## src/rtl/fifo_sync_param.sv

```systemverilog
// Parametrised single-clock FIFO with programmable almost-full/almost-empty levels.
// Define FIFO_FWFT_EN for first-word-fall-through reads; otherwise data_out is registered.
module fifo_sync_param #(
  parameter int unsigned DATA_WIDTH = 16,
  parameter int unsigned DEPTH      = 8,
  parameter int unsigned AF_LEVEL   = DEPTH - 1,
  parameter int unsigned AE_LEVEL   = 1
) (
  input  logic                         clk,
  input  logic                         rst_n,
  input  logic [DATA_WIDTH-1:0]        data_in,
  input  logic                         wr_en,
  input  logic                         rd_en,
  output logic [DATA_WIDTH-1:0]        data_out,
  output logic                         wr_ack,
  output logic                         overflow,
  output logic                         underflow,
  output logic                         full,
  output logic                         empty,
  output logic                         almostfull,
  output logic                         almostempty,
  output logic [$clog2(DEPTH+1)-1:0]   count
);

  localparam int unsigned CNT_W = $clog2(DEPTH + 1);
  localparam int unsigned PTR_W = $clog2(DEPTH);

  logic [DATA_WIDTH-1:0] mem_q [DEPTH];
  logic [PTR_W-1:0]      wr_ptr_q, wr_ptr_d;
  logic [PTR_W-1:0]      rd_ptr_q, rd_ptr_d;
  logic [CNT_W-1:0]      count_q, count_d;
  logic                  wr_ack_q, wr_ack_d;
  logic                  overflow_q, overflow_d;
  logic                  underflow_q, underflow_d;
  logic                  full_w, empty_w;
  logic                  wr_accept, rd_accept;

  // Flags come from the registered count only, never from this cycle's requests.
  assign full_w    = (count_q == CNT_W'(DEPTH));
  assign empty_w   = (count_q == '0);
  assign wr_accept = wr_en && !full_w;
  assign rd_accept = rd_en && !empty_w;

  always_comb begin
    wr_ptr_d    = wr_ptr_q;
    rd_ptr_d    = rd_ptr_q;
    count_d     = count_q;
    wr_ack_d    = wr_accept;
    overflow_d  = wr_en && full_w;
    underflow_d = rd_en && empty_w;
    if (wr_accept) begin
      wr_ptr_d = (wr_ptr_q == PTR_W'(DEPTH - 1)) ? '0 : wr_ptr_q + PTR_W'(1);
    end
    if (rd_accept) begin
      rd_ptr_d = (rd_ptr_q == PTR_W'(DEPTH - 1)) ? '0 : rd_ptr_q + PTR_W'(1);
    end
    unique case ({wr_accept, rd_accept})
      2'b10:   count_d = count_q + CNT_W'(1);
      2'b01:   count_d = count_q - CNT_W'(1);
      default: count_d = count_q;
    endcase
  end

  always_ff @(posedge clk or negedge rst_n) begin
    if (!rst_n) begin
      wr_ptr_q    <= '0;
      rd_ptr_q    <= '0;
      count_q     <= '0;
      wr_ack_q    <= 1'b0;
      overflow_q  <= 1'b0;
      underflow_q <= 1'b0;
    end else begin
      wr_ptr_q    <= wr_ptr_d;
      rd_ptr_q    <= rd_ptr_d;
      count_q     <= count_d;
      wr_ack_q    <= wr_ack_d;
      overflow_q  <= overflow_d;
      underflow_q <= underflow_d;
    end
  end

  // Storage is deliberately left out of reset.
  always_ff @(posedge clk) begin
    if (wr_accept) begin
      mem_q[wr_ptr_q] <= data_in;
    end
  end

`ifdef FIFO_FWFT_EN
  assign data_out = empty_w ? '0 : mem_q[rd_ptr_q];
`else
  logic [DATA_WIDTH-1:0] data_out_q, data_out_d;

  always_comb begin
    data_out_d = data_out_q;
    if (rd_accept) begin
      data_out_d = mem_q[rd_ptr_q];
    end
  end

  always_ff @(posedge clk or negedge rst_n) begin
    if (!rst_n) begin
      data_out_q <= '0;
    end else begin
      data_out_q <= data_out_d;
    end
  end

  assign data_out = data_out_q;
`endif

  assign wr_ack      = wr_ack_q;
  assign overflow    = overflow_q;
  assign underflow   = underflow_q;
  assign full        = full_w;
  assign empty       = empty_w;
  assign almostfull  = (count_q >= CNT_W'(AF_LEVEL)) && !full_w;
  assign almostempty = !empty_w && (count_q <= CNT_W'(AE_LEVEL));
  assign count       = count_q;

endmodule

```

## config.mk

```make
export PLATFORM = sky130hd
export DESIGN_NAME = fifo_sync_param
export DESIGN_NICKNAME = d
export VERILOG_FILES = /design/src/rtl/fifo_sync_param.sv
export SDC_FILE = /design/constraint.sdc
export NUM_CORES = 1
export LEC_CHECK = 0
export BUFFER_PORTS_ARGS = -buffer_cell sky130_fd_sc_hd__buf_4
export CORE_ASPECT_RATIO = 0.9
export CORE_UTILIZATION = 64
export DETAILED_ROUTE_END_ITERATION = 10
export PLACE_DENSITY = 0.82
export SETUP_SLACK_MARGIN = 0.4
export SLEW_MARGIN = 15
export SYNTH_ARGS = -nofsm -noshare
export SYNTH_HDL_FRONTEND = slang
export SYNTH_SLANG_ARGS = --single-unit
```

## constraint.sdc

```tcl
create_clock -name clk -period 6.04 [get_ports clk]
set_input_delay 0.906 -clock clk [delete_from_list [all_inputs] [get_ports clk]]
set_output_delay 0.906 -clock clk [all_outputs]
set_load 0.005 [all_outputs]
```

==> impl_metrics.py <==
metrics = {
    "yosys": {
        "synth_cell_types": 35,
        "yosysSeqAreaShare_pct": 71.96,
        "syn_nets": 391,
        "syn_area_per_cell_sq_um": 17.49,
        "synthFlopType": "edfxtp_1",
        "synth_top_area_cell": "edfxtp_1",
        "synth_seq_cells": 157,
        "yosys.area.top_type_share_pct": 60.53,
        "async_reset_ff_share_pct": 18.47,
        "ys_warn_count": 0,
        "synth_edf_count": 128,
        "postSynthCellCount": 363,
        "synthTopCellsByArea": "edfxtp_1, dfrtp_1, mux2_2",
        "synth_area_sq_um": 6350,
    },
    "timing": {
        "slew_headroom_pct": 35.33,
        "max_freq_ghz": 0.3331,
        "rsz0062_at_grt": "no",
        "fin_skew_ns": 0.009060,
        "fin_crit_sh_pct": 49.70,
        "setup_tns_ns": 0,
        "worstMarginPinSlew_ns": 0.9665,
        "timing.final.max_slew_violations": 0,
        "setup_viol_count_final": 0,
        "setup_ws_ns": 3.038,
        "hold_viol": 0,
        "finalCriticalPeriod_ns": 3.002,
    },
    "setup_path": {
        "slowest_stage": "nand2b_2",
        "slowest_delay_ns": 0.54,
        "cp.arrival_ns": 3.44,
        "worst-r2r-cell-count": 10,
        "cp.depth": 10,
        "crit_family": "simple AND/OR/NAND/NOR gates",
        "criticalPathCategory": "reg2reg",
        "endpoint_kind": "flop",
        "crit_chain": "inv_1 -> ha_1 -> nor3b_4 -> buf_4 -> nand2b_2 -> inv_1 -> ha_1 -> or4b_1 -> a21oi_2 -> xnor2_1",
        "cp_max_fo": 20,
        "crit_required_ns": 6.48,
        "startpoint_type": "flop",
        "cp.buffers_inverters": 3,
    },
    "floorplan": {
        "num_rows": 34,
        "die_area_sq_um": 10320,
        "io_pins": 47,
        "initial_core_util_pct": 65.76,
        "die_w_microns": 107.0,
        "core_area_sq_um": 9657,
        "die_h_microns": 96.50,
    },
    "clock_network": {
        "root_buffer": "clkbuf_8",
        "cts_resized": 0,
        "cts_made_buffers": 17,
        "cts_tree": "yes",
        "path_clk_slew_ns": 0.07,
        "cts_hold_buf": 0,
        "cts_sinks": 157,
        "max-clock-path-buffers": 2,
        "post_cts_buffers": 0,
        "cts_max_level": 4,
        "clk_latency_ns": 0.52,
    },
    "layout": {
        "diodes": 0,
        "n_fill_cell": 528,
        "area_growth_pct": 16.12,
        "final_nets": 450,
        "drive_above_1_share_pct": 34.71,
        "fin_util_pct": 76.35,
        "final_area_sq_um": 7373,
    },
    "placement": {
        "dpl_cell_area_sq_um": 6844,
        "pre_cts_ws_ns": 3.068,
        "place.gp.congestion": 0.8343,
        "port_buffers": 46,
        "place_hpwl_microns": 6978,
    },
    "routing": {
        "vias": 3431,
        "wl_per_cell_microns": 21.58,
        "viasPerCell": 6.116,
        "routed_wl_microns": 12100,
        "drc": 0,
        "drt_iter0_drc": 223,
        "ant_nets": 0,
        "dr.pass1.iters": 5,
    },
    "grt": {
        "antenna_found_initial": 0,
        "gr-total-overflow": 0,
        "grt_pass1_wl_microns": 18070,
        "grt_max_degree": 36,
        "track_usage_pct": 25.10,
        "grt_pass1_vias": 3367,
    },
    "power": {
        "power.density_nw_per_um2": 490.8,
        "power.switching_mw": 1.170,
        "p_comb_share_pct": 30.2,
        "power_frac_seq_pct": 43.8,
        "clkPwrFrac_pct": 26.0,
        "swShare_pct": 32.33,
        "p_leak_nw": 2.735,
        "p_int_mw": 2.449,
        "peakVddDrop_mv": 0.3022,
    },
    "status": {
        "status": "finished, final reports clean",
    },
    "hold_path": {
        "min_path_type": "in2async",
    },
    "job": {
        "cap_violations": 0,
    },
}
==> final cells by class <==
| class | count | area [sq um] | share of cell area, % |
|---|---|---|---|
| clock buffers | 18 | 417.9 | 5.668 |
| clock inverters | 14 | 111.4 | 1.510 |
| inverters | 7 | 26.28 | 0.3564 |
| multi-input cells | 181 | 1654 | 22.43 |
| flip-flops and latches | 157 | 4571 | 61.99 |
| well taps | 126 | 157.7 | 2.138 |
| repair buffers | 58 | 435.4 | 5.905 |
==> layer usage <==
metal | global-route usage (%) | share of wire [%] | vias up | wire, microns
met5 | 0 | 0 | - | 0
met4 | 11.76 | 2.9 | 0 | 357
met3 | 6.304 | 5.3 | 35 | 639
met2 | 42.26 | 51 | 121 | 6185
met1 | 31.07 | 41 | 1718 | 4920
li1 | - | - | 1557 | -
==> sequential cells by signal, summed over array words and instances, names as in the netlist <==
register,flops
count,4
overflow,1
rd_ptr_q,3
data_out,16
mem_q,128
wr_ptr_q,3
underflow,1
wr_ack,1
==> through the flow <==
step                      total power [mW]  hold WS [ns]  std cells
final                                3.619        0.3095        561
after floorplan                      2.309        0.5254        363
after global routing                 3.768        0.3222        561
after global placement               2.625        0.5264        529
after detailed placement             2.677        0.5272        529
after CTS                            3.629        0.3117        561
==> worst paths after layout <==
kind | start | end | slack (ns)
worst max-delay path | count[0] | count[3] | 3.04
worst min-delay path | rst_n | wr_ptr_q[0] | 0.31
worst max register to register | count[0] | count[3] | 3.04
worst min register to register | data_out[12] | data_out[12] | 0.54
max in group asynchronous | rst_n | rd_ptr_q[0] | 5.40
min in group clk | data_out[12] | data_out[12] | 0.54
==> cell usage in the layout, fill, tap and decap left out, types with 2 or more instances in the layout <==
master,instances
nor3_2,4
mux2_4,3
nand2_1,4
mux2i_1,33
nor2b_1,2
clkbuf_16,16
buf_4,58
o31ai_2,16
clkinvlp_4,4
a22o_1,16
nor2_1,7
ha_1,8
o21ai_0,19
inv_6,6
mux2_2,35
edfxtp_1,128
xnor2_1,3
nand2b_1,3
inv_1,7
dfrtp_1,28
and2_1,2
o22ai_1,16
==> logic make-up (layout without fill, tap and decap cells) <==
kind of cell / Yosys count / after routing / share of synthesized area (%)
muxes: 71 / 71 / 12.12
DFF: 157 / 157 / 71.96
and+or+nand+nor: 30 / 30 / 2.818
AOI/OAI and AO/OA: 68 / 68 / 8.571
adders and majority gates: 8 / 8 / 1.576
xor gates and xnor gates: 4 / 4 / 0.5518
buffers and inverters: 25 / 97 / 2.404
==> synthesized netlist by cell type, types with 2 or more instances <==
library cell and count:
ha_1 8, mux2_2 35, o22ai_1 16, and2_1 2, a22o_1 16, inv_1 7, nor3_1 4, xnor2_1 3
mux2i_1 33, mux2_4 3, nand2b_1 3, dfrtp_1 29, clkbuf_1 4, edfxtp_1 128, buf_2 4, buf_4 3
nor2b_1 2, nand2_1 4, buf_6 4, o21ai_0 19, nor2_1 7, o31ai_2 16
==> power groups by stage <==
stage,Combinational (mW),Clock [mW],Sequential (mW)
finish,1.09,0.942,1.58
global route,1.17,0.990,1.60
CTS,1.10,0.951,1.58
detailed placement,1.08,0,1.60
global placement,1.04,0,1.58
floorplan,0.792,0,1.52
Power figures use the tool's default switching activity.
